**src/rtl/uart_boot_loader.sv**
```systemverilog
// uart_boot_loader
//   Receives a boot image over a UART line (8N1, LSB first) and writes it
//   word by word into the instruction memory. It holds the CPU stalled
//   until the last word has been written.
//
//   Image format: a 16-bit little-endian word count N, then N 32-bit
//   little-endian words. Word k is written to BASE_ADDR + 4*k.
//
// Ports
//   clk          in   single clock, rising edge
//   rst          in   asynchronous active-high reset
//   rx           in   UART serial input, idle high, asynchronous to clk
//   mem_address  out  byte address of the current/last write
//   mem_data     out  data of the current/last write
//   mem_write    out  one-cycle write strobe
//   cpu_hold     out  high until the whole image has been written
//   done         out  high once the whole image has been written
//   error        out  sticky framing-error flag
//
// Receiver states
//   RX_IDLE  | line idle, waiting for a 1->0 transition
//   RX_START | waiting half a bit to re-check the start bit
//   RX_DATA  | sampling 8 data bits, one per bit period
//   RX_STOP  | waiting one bit period, then checking the stop bit
//
// Loader states
//   LD_LEN_LO | waiting for word count bits 7:0
//   LD_LEN_HI | waiting for word count bits 15:8
//   LD_DATA   | assembling and writing image words
//   LD_DONE   | image complete, further bytes ignored

module uart_boot_loader #(
    parameter int unsigned CLKS_PER_BIT = 16,
    parameter logic [31:0] BASE_ADDR    = 32'h0000_0000
) (
    input  logic        clk,
    input  logic        rst,
    input  logic        rx,
    output logic [31:0] mem_address,
    output logic [31:0] mem_data,
    output logic        mem_write,
    output logic        cpu_hold,
    output logic        done,
    output logic        error
);

    localparam logic [15:0] HALF_BIT = 16'(CLKS_PER_BIT / 2);
    localparam logic [15:0] FULL_BIT = 16'(CLKS_PER_BIT);

    localparam logic [1:0] RX_IDLE  = 2'd0;
    localparam logic [1:0] RX_START = 2'd1;
    localparam logic [1:0] RX_DATA  = 2'd2;
    localparam logic [1:0] RX_STOP  = 2'd3;

    localparam logic [1:0] LD_LEN_LO = 2'd0;
    localparam logic [1:0] LD_LEN_HI = 2'd1;
    localparam logic [1:0] LD_DATA   = 2'd2;
    localparam logic [1:0] LD_DONE   = 2'd3;

    // ------------------------------------------------------------------
    // Input synchronizer. The flops reset low so that a line held low
    // through reset never looks like a start bit: a falling edge needs a
    // synchronized high first.
    // ------------------------------------------------------------------
    logic rx_meta;
    logic rx_sync;
    logic rx_prev;

    always_ff @(posedge clk or posedge rst) begin
        if (rst) begin
            rx_meta <= 1'b0;
            rx_sync <= 1'b0;
            rx_prev <= 1'b0;
        end else begin
            rx_meta <= rx;
            rx_sync <= rx_meta;
            rx_prev <= rx_sync;
        end
    end

    // ------------------------------------------------------------------
    // Receiver. bit_cnt is a down-counter; a value of 1 is terminal
    // count, so a load of L gives an interval of L cycles.
    // ------------------------------------------------------------------
    logic [1:0]  rx_state;
    logic [15:0] bit_cnt;
    logic [2:0]  bit_idx;
    logic [7:0]  rx_shift;
    logic        byte_valid;
    logic        bit_tick;

    assign bit_tick = (bit_cnt == 16'd1);

    always_ff @(posedge clk or posedge rst) begin
        if (rst) begin
            rx_state   <= RX_IDLE;
            bit_cnt    <= 16'd0;
            bit_idx    <= 3'd0;
            rx_shift   <= 8'd0;
            byte_valid <= 1'b0;
            error      <= 1'b0;
        end else begin
            byte_valid <= 1'b0;
            case (rx_state)
                RX_IDLE: begin
                    if (rx_prev && !rx_sync) begin
                        rx_state <= RX_START;
                        bit_cnt  <= HALF_BIT;
                    end
                end
                RX_START: begin
                    if (bit_tick) begin
                        if (!rx_sync) begin
                            rx_state <= RX_DATA;
                            bit_cnt  <= FULL_BIT;
                            bit_idx  <= 3'd0;
                        end else begin
                            // Too short to be a start bit: drop it silently.
                            rx_state <= RX_IDLE;
                            bit_cnt  <= 16'd0;
                        end
                    end else begin
                        bit_cnt <= bit_cnt - 16'd1;
                    end
                end
                RX_DATA: begin
                    if (bit_tick) begin
                        rx_shift <= {rx_sync, rx_shift[7:1]};
                        bit_cnt  <= FULL_BIT;
                        if (bit_idx == 3'd7) begin
                            rx_state <= RX_STOP;
                        end else begin
                            bit_idx <= bit_idx + 3'd1;
                        end
                    end else begin
                        bit_cnt <= bit_cnt - 16'd1;
                    end
                end
                default: begin // RX_STOP
                    if (bit_tick) begin
                        if (rx_sync) begin
                            byte_valid <= 1'b1;
                        end else begin
                            error <= 1'b1;
                        end
                        rx_state <= RX_IDLE;
                        bit_cnt  <= 16'd0;
                    end else begin
                        bit_cnt <= bit_cnt - 16'd1;
                    end
                end
            endcase
        end
    end

    // ------------------------------------------------------------------
    // Loader. rx_shift holds the received byte while byte_valid is high
    // and stays put until the next frame's data bits arrive.
    // ------------------------------------------------------------------
    logic [1:0]  ld_state;
    logic [15:0] word_len;
    logic [15:0] word_idx;
    logic [1:0]  byte_idx;
    logic [23:0] partial;

    always_ff @(posedge clk or posedge rst) begin
        if (rst) begin
            ld_state    <= LD_LEN_LO;
            word_len    <= 16'd0;
            word_idx    <= 16'd0;
            byte_idx    <= 2'd0;
            partial     <= 24'd0;
            mem_address <= BASE_ADDR;
            mem_data    <= 32'd0;
            mem_write   <= 1'b0;
        end else begin
            mem_write <= 1'b0;
            case (ld_state)
                LD_LEN_LO: begin
                    if (byte_valid) begin
                        word_len[7:0] <= rx_shift;
                        ld_state      <= LD_LEN_HI;
                    end
                end
                LD_LEN_HI: begin
                    if (byte_valid) begin
                        word_len[15:8] <= rx_shift;
                        if ({rx_shift, word_len[7:0]} == 16'd0) begin
                            ld_state <= LD_DONE;
                        end else begin
                            ld_state <= LD_DATA;
                        end
                    end
                end
                LD_DATA: begin
                    // word_idx has already been bumped during the write cycle,
                    // so leaving here makes done rise the cycle after the
                    // final strobe.
                    if (mem_write && (word_idx == word_len)) begin
                        ld_state <= LD_DONE;
                    end else if (byte_valid) begin
                        if (byte_idx == 2'd3) begin
                            mem_write   <= 1'b1;
                            mem_data    <= {rx_shift, partial};
                            mem_address <= BASE_ADDR + {14'd0, word_idx, 2'b00};
                            word_idx    <= word_idx + 16'd1;
                        end else begin
                            // Shift in from the top so byte 0 ends up in 7:0.
                            partial <= {rx_shift, partial[23:8]};
                        end
                        byte_idx <= byte_idx + 2'd1;
                    end
                end
                default: begin // LD_DONE
                end
            endcase
        end
    end

    assign done     = (ld_state == LD_DONE);
    assign cpu_hold = ~done;

endmodule

```
**config.mk**
```make
export PLATFORM = sky130hd
export DESIGN_NAME = uart_boot_loader
export DESIGN_NICKNAME = d
export VERILOG_FILES = /design/src/rtl/uart_boot_loader.sv
export SDC_FILE = /design/constraint.sdc
export NUM_CORES = 1
export LEC_CHECK = 0
export BUFFER_PORTS_ARGS = -buffer_cell sky130_fd_sc_hd__buf_2
export CORE_ASPECT_RATIO = 0.6
export CORE_UTILIZATION = 55
export DETAILED_ROUTE_END_ITERATION = 7
export GPL_ROUTABILITY_DRIVEN = 0
export GPL_TIMING_DRIVEN = 1
export PLACE_DENSITY = 0.81
export SYNTH_ARGS = -nofsm -noshare
export SYNTH_HDL_FRONTEND = slang
export SYNTH_SLANG_ARGS = --single-unit
```
**constraint.sdc**
```tcl
create_clock -name clk -period 10.9 [get_ports clk]
set_input_delay 0 -clock clk [delete_from_list [all_inputs] [get_ports clk]]
set_output_delay 0 -clock clk [all_outputs]
set_load 0.01 [all_outputs]
```
Word level (Yosys, flattened, before mapping)
Index checks and enable logic that the tools add are counted.

storage, ports and cells
  latch bits = 0
  output and inout port bits = 68
  memory bits (read-only) = 0
  bits in registers = 143
  memories = 0
  word-level logic and storage cells = 95
  memory bits (writable) = 0
  bits of input ports = 3

operators by class
  shift operators = 0
  $add $sub $neg = 4
  reductions and logical operators = 20
  bitwise logic cells = 5
  multiplexer cells = 30
  multiply operators = 0
  order comparisons = 0
  equality and inequality tests = 18
  divide/modulo/power cells = 0

operators by type and width
  cell                   count
  $mux 16                4
  $pmux 16 s3            1
  $mux 2                 9
  $ne 2x2->1 const B     9
  $add 16x1->16 const B  1
  $eq 16x1->1 const B    1
  $eq 16x16->1           1
  $logic_not 16->1       1
  $sub 16x1->16 const B  1
  $mux 3                 4
  $pmux 2 s3             2
  $reduce_and 4->1       3
  $reduce_and 5->1       2
  $eq 2x2->1 const B     4
  $mux 1                 8
  $pmux 3 s2             1
  $reduce_and 2->1       3
  $reduce_and 3->1       2
  $mux 5                 1
  $not 1->1              5
  $eq 2x1->1 const B     2
  $logic_not 2->1        2
  $reduce_bool 2->1      2
  $add 3x1->3 const B    1
  6 further kinds        7

Logic depth before layout (Yosys ltp)
Gate-level depths: netlist of run 1.

  depth after elaboration = 5
  mapped depth = 9
  depth with buffers taken out = 8

Worst setup path after synthesis of run 1
No wires, ideal clock.

  path kind = register -> register
  from = register word_idx[7]
  to = register mem_data[10]
  library setup time = 127 ps
  path slack = 8420 ps
  path buffers = 2
  arrival time = 2353 ps
  cell stages (with the launch flop) = 8
  clock period less this slack = 2480 ps
  cell sequence = dfrtp_1 -> xor2_1 -> or4b_1 -> or4_4 -> o21ai_4 -> buf_6 -> buf_6 -> mux2_1

between the ends
  longest elaborated chain between the ends = 4

ends and longest elaborated chain
  what                        line  RTL
  start: declaration          162   logic [15:0] word_idx;
  start signal: assignment    206   word_idx <= word_idx + 16'd1;
  $eq 16x16->1                199   if (mem_write && (word_idx == word_len)) begin
  $logic_and 1x1->1           199
  $not 1->1 (no line)         n/a
  $reduce_and 4->1 (no line)  n/a
  end signal: assignment      204   mem_data <= {rx_shift, partial};
  end: declaration            40    output logic [31:0] mem_data,

No other way between the ends.
A chain may end at the register's enable or synchronous reset.

Worst setup path in the final report of run 1
  from = register word_idx[7]
  to = register mem_data[24]

The elaborated chain is that of the path after synthesis.

==> flow_metrics.py, run 1 <==
metrics = {
    "status": {
        "outcome": "completed",
    },
    "drt": {
        "dr.pass1.iters": 4,
        "final_antenna_net_count": 0,
        "wl_per_cell_um": 17.2,
        "drtIter0Drc": 240,
        "vias_per_cell": 5.66,
        "finalWirelength_mm": 12.1,
        "num_vias": 3992,
        "drc_errors": 0,
    },
    "setup_path": {
        "critPathRequiredTime_ps": 11190,
        "reg2reg_slack_ps": 7920,
        "worstPathMaxFanout": 58,
        "cp-start-kind": "register",
        "arrival_ps": 3280,
        "crit_path_end_kind": "register",
        "worstSetupPathType": "reg2reg",
        "worstRegToRegCells": 6,
        "cp_slowest_stage_delay_ps": 600,
        "r2r-start": "word_idx[7]$_DFFE_PP0P_",
        "critPathSlowestCell": "buf_4",
        "reg2reg_to": "mem_data[24]$_DFFE_PP0P_",
        "crit_chain": "xor2_1 -> or4b_1 -> or4_4 -> o21ai_4 -> buf_4 -> mux2_2",
    },
    "synth": {
        "synth_area_sq_mm": 0.00628,
        "synth_cell_types": 49,
        "async_reset_ff_share_pct": 100,
        "syn_area_per_cell_sq_um": 12.8,
        "ys_warn_count": 0,
        "synth_edf_count": 0,
        "ys_seq_area_share_pct": 57.0,
        "synth.top_cells.by_area": "dfrtp_1, mux2_2, xor2_1, mux2_1, buf_4",
        "synth_top_area_share_pct": 57.0,
        "synth.top_cells.by_count": "dfrtp_1, mux2_2, nand2_1",
        "syn_inst": 490,
        "yosys.area.top_type": "dfrtp_1",
        "synth_ff_type": "dfrtp_1",
        "yosysMostFrequentCell": "dfrtp_1",
        "ys_seq_elements": 143,
    },
    "global_routing": {
        "grt_max_degree": 86,
        "grt.met2_usage_pct": 33.1,
        "grt_use_met1_pct": 31.5,
        "grt_first_pass_wirelength_mm": 20.3,
        "grt-ovfl-total": 0,
        "grt_usage_pct": 22.5,
        "grt_pass1_vias": 3928,
        "grt_antenna_before_repair": 0,
        "use_met3_pct": 6.27,
        "busiest_layer": "met2",
    },
    "timing": {
        "slew_violations": 0,
        "hold_violations": 0,
        "tightest_slew_ps": 1180,
        "finalCritPeriodShare_pct": 27.4,
        "finalClockSkew_ps": 6.63,
        "setup_violations": 0,
        "finalSetupTns_ps": 0,
        "slew_headroom_pct": 20.5,
        "fmax_ghz": 0.335,
        "fin_crit_ps": 2980,
        "rsz0062_at_grt": "false",
        "fin_hold_ws_ps": 176,
    },
    "clock_tree": {
        "htree_levels": 4,
        "cts_buffers": 17,
        "cts_hold_buf": 2,
        "cts_tree": "done",
        "cts_root_buf": "clkbuf_16",
        "clk_latency_ps": 410,
        "cts_sinks": 143,
        "clk_pin_slew_ps": 60,
        "cts_resized": 0,
        "clock_path_buffers": 2,
        "postCtsSetupRepairBufs": 0,
    },
    "final_layout": {
        "syn_to_final_growth_pct": 14.7,
        "final_nets": 568,
        "multiInputGateArea_sq_mm": 0.00251,
        "fill_cells": 775,
        "ff_latch_area_sq_mm": 0.00358,
        "antenna_cells": 0,
        "drive_above_1_share_pct": 32.2,
    },
    "die": {
        "start_util_pct": 58.0,
        "ios": 71,
        "fp-row-count": 29,
        "core_area_sq_mm": 0.0108,
        "die_y_um": 84.7,
        "die_w_um": 140,
        "dieArea_sq_mm": 0.0119,
    },
    "pwr": {
        "power.density_mw_per_mm2": 178,
        "p_leak_nw": 3.78,
        "ir_drop_mv": 0.115,
    },
    "placed_design": {
        "dpl.hpwl_mm": 8.07,
        "portBuffers": 54,
    },
    "run": {
        "drv_cap": 0,
    },
    "min_path": {
        "hp-class": "in2async",
    },
}
-- kinds of logic (layout without fill, tap and decap cells) --
group                    count (synthesis)  in the layout  share of synthesized area, %
flip-flops                             143            143                          57.0
AND/OR/NAND/NOR                        114            114                          9.45
multiplexers                           101            101                          18.1
AO/OA/AOI/OAI                           46             46                          4.55
buffers and inverters                   40            101                          3.95
XOR/XNOR                                35             35                          4.88
adder cells (fa/ha/maj)                 10             10                          1.99
other                                    1             16                        0.0598
-- final cells by class --
class | instances | area share, %
clock inverter | 10 | 1.56
sequential | 143 | 49.7
tap | 139 | 2.42
multi-input combinational | 322 | 34.9
inverter | 11 | 0.643
clock buffer | 20 | 6.34
timing repair buffer | 60 | 4.45
-- routing by layer --
layer / vias up / wire length, um
met3: 16 / 695
met4: 0 / 148
met2: 133 / 5450
li1: 1840 / -
met5: - / 0
met1: 2003 / 5850
-- cell usage in the layout, fill, tap and decap left out, types with 3 or more instances in the layout --
cell	Yosys	final
o31ai_1	3	3
and3_1	3	3
clkbuf_16	0	17
inv_1	11	10
ha_1	10	10
buf_2	3	54
nor4_1	7	7
nor2_1	21	21
mux2_2	87	87
nand2_1	29	29
conb_1	1	16
clkinv_2	0	4
nand3_1	12	12
a21oi_1	7	7
xor2_1	19	19
nand4_1	10	10
xnor2_1	16	16
dfrtp_1	143	143
o21ai_0	22	22
nor3_1	13	12
inv_6	0	3
buf_4	19	4
mux2_1	13	13
-- registers in the layout (all words and copies together), names as in the netlist, 3 cells and up --
name,cells
bit_cnt,16
mem_data,32
word_len,16
bit_idx,3
partial,24
word_idx,16
rx_shift,8
mem_address,16
-- through the flow --
| stage | setup WS [ps] | cell area [sq um] | cells | util [%] | total power (W) |
|---|---|---|---|---|---|
| after floorplan | 7060 | 6330 | 505 | - | 0.000700 |
| after global placement | 8000 | 6610 | 673 | 61.1 | 0.000720 |
| after detailed placement | 7950 | 6610 | 673 | 61.1 | 0.000728 |
| after CTS | 7920 | 7200 | 705 | 66.6 | 0.00129 |
| after global routing | 7810 | 7200 | 705 | 66.6 | 0.00134 |
| final | 7920 | 7200 | 705 | 66.6 | 0.00128 |
-- worst max-delay path, delay by kind of cell, from the launching register on --
family / cells / cell delay [ps]
and+or+nand+nor: 2 / 1040
buffers and inverters: 1 / 600
DFF: 1 / 460
muxes: 1 / 410
xor gates and xnor gates: 1 / 180
AOI/OAI and AO/OA: 1 / 120
-- worst max path at each step --
| stage | from | end | slack [ps] | depth (start not counted) |
|---|---|---|---|---|
| after global placement | word_idx[7]$_DFFE_PP0P_ | mem_data[5]$_DFFE_PP0P_ | 8000 | 6 |
| after detailed placement | word_idx[7]$_DFFE_PP0P_ | mem_data[22]$_DFFE_PP0P_ | 7950 | 6 |
| final | word_idx[7]$_DFFE_PP0P_ | mem_data[24]$_DFFE_PP0P_ | 7920 | 6 |
| after CTS | word_idx[7]$_DFFE_PP0P_ | mem_data[24]$_DFFE_PP0P_ | 7920 | 6 |
| after floorplan | rst | bit_cnt[0]$_DFFE_PP0P_ | 7060 | 1 |
| after global routing | word_idx[7]$_DFFE_PP0P_ | mem_data[24]$_DFFE_PP0P_ | 7810 | 6 |
-- report_power, final --
part,switching (W),internal [W]
logic,0.0000746,0.0000478
clock network,0.000211,0.000346
registers,0.0000387,0.000561
total,0.000325,0.000955
(Power assumes the default switching activity.)
==> inputs of run 2 (changes only) <==
Settings changed: CORE_UTILIZATION 55 to 53.
Clock period 10.9 ns to 2.5 ns, I/O delays scaled along.
==> run 2 against run 1 <==
The run now ends with negative setup slack left; first-iteration DRC count up 78%; critical path depth increased by 1; final cell count increased by 6.7%; global-route usage up 1.7 points; clock-buffer cell count did not move; die area increased by 3.7%; sequential power increased to 4.4 times the previous value; sequential cell count unchanged; routed wire length is 20% higher.
==> flow_metrics.py, run 2 (synthesis gave the netlist of run 1 again) <==
metrics = {
    "status": {
        "outcome": "finished with violations",
        "violations": "negative setup slack",
    },
    "timing": {
        "tightest_slew_ps": 718,
        "fin_hold_ws_ps": 76.9,
        "hold_violations": 0,
        "setup_violations": 10,
        "finalCritPeriodShare_pct": 102,
        "finalClockSkew_ps": 11.6,
        "worst_slack_ps": -37.9,
        "fmax_ghz": 0.394,
        "rsz0062_at_grt": "true",
        "slew_violations": 0,
        "fin_crit_ps": 2540,
        "slew_headroom_pct": 52.1,
    },
    "pwr": {
        "p_int_w": 0.00413,
        "p_clk_share_pct": 43.2,
        "power.density_mw_per_mm2": 750,
        "p_comb_share_pct": 10.7,
        "ir_drop_mv": 0.510,
        "switching_share_pct": 27.8,
        "seq_power_share_pct": 46.0,
        "p_leak_nw": 4.03,
        "power.switching_w": 0.00159,
    },
    "die": {
        "fp-row-count": 30,
        "start_util_pct": 55.0,
        "dieArea_sq_mm": 0.0123,
        "die_y_um": 86.3,
        "die_w_um": 142,
        "core_area_sq_mm": 0.0114,
        "ios": 71,
    },
    "setup_path": {
        "arrival_ps": 2840,
        "cp_slowest_stage_delay_ps": 520,
        "worstPathMaxFanout": 10,
        "cp-start-kind": "register",
        "crit_chain": "xor2_1 -> or4b_1 -> or4_4 -> o21ai_4 -> buf_12 -> buf_16 -> mux2_2",
        "crit_path_end_kind": "register",
        "reg2reg_slack_ps": -40,
        "worstSetupPathType": "reg2reg",
        "critPathSlowestCell": "or4b_1",
        "critPathRequiredTime_ps": 2800,
    },
    "final_layout": {
        "final_nets": 592,
        "antenna_cells": 0,
        "multiInputGateArea_sq_mm": 0.00262,
        "largestRegisters": "mem_data x32, partial x24",
        "regMostFlops": "mem_data",
        "final_cell_mix": "dfrtp_1, mux2_2, buf_2",
        "ff_latch_area_sq_mm": 0.00358,
        "fill_cells": 780,
        "final_common_cell": "dfrtp_1",
        "syn_to_final_growth_pct": 21.5,
        "largest_reg_flops": 32,
        "drive_above_1_share_pct": 37.5,
    },
    "global_routing": {
        "grt.met2_usage_pct": 35.9,
        "grt_pass1_vias": 4174,
        "use_met3_pct": 7.13,
        "grt-ovfl-total": 0,
        "busiest_layer": "met2",
        "grt_max_degree": 60,
        "grt_usage_pct": 24.1,
        "grt_first_pass_wirelength_mm": 21.9,
        "grt_antenna_before_repair": 0,
        "grt_use_met1_pct": 33.9,
    },
    "drt": {
        "wl_per_cell_um": 19.3,
        "vias_per_cell": 5.69,
        "final_antenna_net_count": 0,
        "finalWirelength_mm": 14.5,
        "dr.pass1.iters": 5,
        "num_vias": 4281,
        "drc_errors": 0,
        "drtIter0Drc": 426,
    },
    "clock_tree": {
        "htree_levels": 4,
        "clk_latency_ps": 420,
        "cts_sinks": 143,
        "cts_buffers": 17,
        "clk_pin_slew_ps": 60,
        "clock_path_buffers": 2,
        "cts_root_buf": "clkbuf_16",
        "cts_tree": "done",
    },
    "run": {
        "drv_cap": 0,
    },
    "min_path": {
        "hp-class": "in2async",
    },
    "placed_design": {
        "portBuffers": 54,
        "dpl.hpwl_mm": 8.59,
        "dp_slack_ps": -66.2,
    },
}
## run 2: cell count changes in the layout (fill, tap and decap cells not counted), sizes merged
cell	previous run	this run
inv	13	15
buf	58	81
clkinvlp	2	3
clkbuf	20	21
bufinv	2	1
## run 2: area by class of cell
class / instances / area share (%)
Multi-Input combinational cell: 322 / 34.4
Tap cell: 160 / 2.63
Clock inverter: 12 / 1.62
Sequential cell: 143 / 46.9
Clock buffer: 20 / 5.99
Timing Repair Buffer: 84 / 7.84
Inverter: 11 / 0.591
## run 2: routing by layer
layer	vias to the layer above	routed length [um]
li1	1896	-
met1	2158	6550
met2	197	6620
met3	30	1110
met4	0	230
met5	-	0
## run 2: timing repair
item                                    CTS  global route
hold buffers                              2             0
endpoints found under the setup margin   49            56
hold endpoints to repair                 85             0
pin swaps                                 2             1
buffers inserted                          3             0
resized for setup                         4            28
cloned                                    2             2
## run 2: critical path: cells and delay by family, from the launching register on
kind,cells,cell delay (ps)
compound gates,1,190
xor+xnor,1,170
buf+inv,2,320
flops,1,390
mux,1,360
simple gates,2,970
## run 2: metrics by stage
| stage | instance area, sq um | instances | util, % | total power [W] | TNS, ps |
|---|---|---|---|---|---|
| 2_1_floorplan | 6340 | 505 | - | 0.00305 | 0 |
| 3_3_place_gp | 6780 | 711 | 59.4 | 0.00317 | 0 |
| 3_5_place_dp | 6780 | 711 | 59.4 | 0.00321 | -927 |
| 4_1_cts | 7480 | 750 | 65.5 | 0.00568 | -675 |
| 5_1_grt | 7630 | 752 | 66.8 | 0.00596 | -1900 |
| 6_report | 7630 | 752 | 66.8 | 0.00572 | -162 |
## run 2: power by group through the flow
stage / combinational [W] / sequential (W) / clock (W)
floorplan: 0.000457 / 0.00260 / 0
global placement: 0.000534 / 0.00263 / 0
detailed placement: 0.000565 / 0.00264 / 0
CTS: 0.000573 / 0.00261 / 0.00250
global route: 0.000695 / 0.00265 / 0.00262
finish: 0.000613 / 0.00263 / 0.00247
## run 2: worst paths after layout
path / endpoint / from / depth (start not counted)
min reg2reg: rx_sync$_DFF_PP0_ / rx_meta$_DFF_PP0_ / 0
max: mem_data[20]$_DFFE_PP0P_ / word_len[7]$_DFFE_PP0P_ / 7
min: word_len[1]$_DFFE_PP0P_ / rst / 3
min in group clk: rx_meta$_DFF_PP0_ / rx / 2
max reg2reg: mem_data[20]$_DFFE_PP0P_ / word_len[7]$_DFFE_PP0P_ / 7
max in group asynchronous: partial[21]$_DFFE_PP0P_ / rst / 4
==> inputs of run 3 (changes only) <==
Settings changed: CORE_ASPECT_RATIO 0.6 to 1.75.
==> run 3 against run 2 <==
The run ends with design-rule violations, negative setup slack left; sequential share of layout area decreased by 0.44 points; via count shrank 1.9%; register-to-register slack hardly changed; design area rose by 0.95%; fmax increased by 0.26%; first-iteration DRC count is 60% lower; sequential cell count unchanged; final cell count is 3.2% lower.
==> flow_metrics.py, run 3 (synthesis gave the netlist of run 1 again) <==
metrics = {
    "final_layout": {
        "largestRegisters": "mem_data x32, partial x24",
        "final_cell_mix": "dfrtp_1, mux2_2, buf_2",
        "antenna_cells": 0,
        "post-route-util_pct": 66.5,
        "largest_reg_flops": 32,
        "regMostFlops": "mem_data",
        "final_common_cell": "dfrtp_1",
        "final_nets": 593,
        "syn_to_final_growth_pct": 22.7,
        "drive_above_1_share_pct": 37.8,
    },
    "setup_path": {
        "cp-start-kind": "register",
        "r2r-start": "word_len[7]$_DFFE_PP0P_",
        "critPathSlowestCell": "or4b_1",
        "path_depth": 7,
        "crit_path_end": "mem_address[14]$_DFFE_PP0P_",
        "path_delay_family": "simple AND/OR/NAND/NOR gates",
        "cp_slowest_stage_delay_ps": 530,
        "reg2reg_to": "mem_address[14]$_DFFE_PP0P_",
        "crit_chain": "xor2_1 -> or4b_1 -> or4_4 -> o21ai_4 -> buf_6 -> clkbuf_16 -> mux2_2",
        "worstSetupPathType": "reg2reg",
        "arrival_ps": 2830,
        "worstPathMaxFanout": 7,
        "critPathLaunch": "word_len[7]$_DFFE_PP0P_",
        "critPathRequiredTime_ps": 2800,
        "reg2reg_slack_ps": -30,
        "worstRegToRegCells": 7,
        "crit_path_end_kind": "register",
        "worst-path-buf-inv": 2,
    },
    "global_routing": {
        "grt-ovfl-total": 0,
        "grt_usage_pct": 22.7,
        "use_met3_pct": 4.42,
        "grt_antenna_before_repair": 0,
        "busiest_layer": "met2",
        "grt_first_pass_wirelength_mm": 21.4,
        "grt_use_met1_pct": 25.6,
        "grt_pass1_vias": 4259,
        "grt.met2_usage_pct": 39.4,
        "grt_max_degree": 82,
    },
    "timing": {
        "finalCritPeriodShare_pct": 101,
        "hold_violations": 0,
        "fmax_ghz": 0.395,
        "setup_violations": 18,
        "finalClockSkew_ps": 8.22,
        "rsz0062_at_grt": "true",
        "fin_crit_ps": 2530,
        "slew_violations": 0,
        "worst_slack_ps": -31.3,
    },
    "drt": {
        "drtIter0Drc": 171,
        "drc_errors": 14,
        "num_vias": 4198,
        "final_antenna_net_count": 0,
        "finalWirelength_mm": 14.0,
        "wl_per_cell_um": 19.2,
        "vias_per_cell": 5.77,
        "dr.pass1.iters": 7,
    },
    "clock_tree": {
        "cts_tree": "done",
        "clk_latency_ps": 420,
        "htree_levels": 4,
        "cts_root_buf": "clkbuf_16",
        "cts_buffers": 17,
        "clock_path_buffers": 2,
        "clk_pin_slew_ps": 70,
        "cts_sinks": 143,
    },
    "min_path": {
        "hp-class": "in2async",
    },
    "die": {
        "start_util_pct": 54.2,
        "fp-row-count": 52,
        "dieArea_sq_mm": 0.0123,
        "die_w_um": 84.3,
        "die_y_um": 146,
        "core_area_sq_mm": 0.0116,
        "ios": 71,
    },
    "placed_design": {
        "dpl.hpwl_mm": 8.47,
        "portBuffers": 54,
    },
    "pwr": {
        "p_leak_nw": 4.10,
        "p_total_w": 0.00569,
        "power.density_mw_per_mm2": 740,
        "ir_drop_mv": 0.542,
    },
    "status": {
        "outcome": "finished with violations",
        "violations": "design-rule violations, negative setup slack",
    },
    "run": {
        "drv_cap": 0,
    },
}
==> run 3: changes by cell type in the layout (fill, tap and decap cells not counted), moves of 2 or more <==
cell / before / now
buf_12: 1 / 4
buf_4: 21 / 18
clkinvlp_4: 3 / 1
inv_8: 0 / 3
mux2_1: 4 / 0
mux2_2: 73 / 67
mux2_4: 23 / 33
==> run 3: how the worst min path moves through the flow <==
stage / from / endpoint / slack (ps) / cells past startpoint
4_1_cts: rst / bit_cnt[4]$_DFFE_PP0P_ / 140 / 3
3_3_place_gp: rst / bit_idx[0]$_DFFE_PP0P_ / 8 / 2
5_1_grt: rst / bit_cnt[5]$_DFFE_PP0P_ / 160 / 3
6_report: rst / bit_cnt[5]$_DFFE_PP0P_ / 130 / 3
3_5_place_dp: rst / bit_idx[0]$_DFFE_PP0P_ / 30 / 2
2_1_floorplan: rx / rx_meta$_DFF_PP0_ / 30 / 0
==> run 3: through the flow <==
step           hold slack (ps)  setup WS, ps  instances  TNS [ps]  area (sq um)
2_1_floorplan             31.4          19.6        505         0          6340
5_1_grt                    156         -63.5        728     -1670          7700
4_1_cts                    140          19.0        725         0          7510
3_3_place_gp              8.07          34.4        686         0          6780
3_5_place_dp              26.0          9.05        686         0          6780
6_report                   129         -31.3        728      -361          7700
==> run 3: power by group <==
group          internal, W  leakage (nW)  switching (W)
Combinational     0.000237          1.84       0.000333
Sequential         0.00244          1.97       0.000162
Clock              0.00147         0.297        0.00105
Total              0.00415          4.10        0.00155
==> run 3: final cells by class <==
cell class	instances	area, sq um
inverter	11	45.0
sequential	143	3580
clock inverter	13	146
fill	783	3880
clock buffer	19	453
multi-input combinational	322	2640
tap	135	169
timing repair buffer	85	664
==> run 3: metal layers <==
metal	part of all wire, %	up-vias
met5	0	-
met4	3.2	0
met3	4.2	37
met2	54	156
met1	39	2126
li1	-	1879
==> run 3: repair_timing <==
action                                  CTS  global route
endpoints found under the setup margin    8            51
gates resized for setup                   5            35
hold buffers                              2             0
pin swaps                                 2             1
hold endpoints to repair                 63             0
gates cloned                              3             2
setup buffers                             2             1
==> run 3: worst register-to-register path, cell delays in order (launching register included) <==
cell       delay, ps
dfrtp_1          400
xor2_1           180
or4b_1           530
or4_4            450
o21ai_4          190
buf_6            170
clkbuf_16        170
mux2_2           330
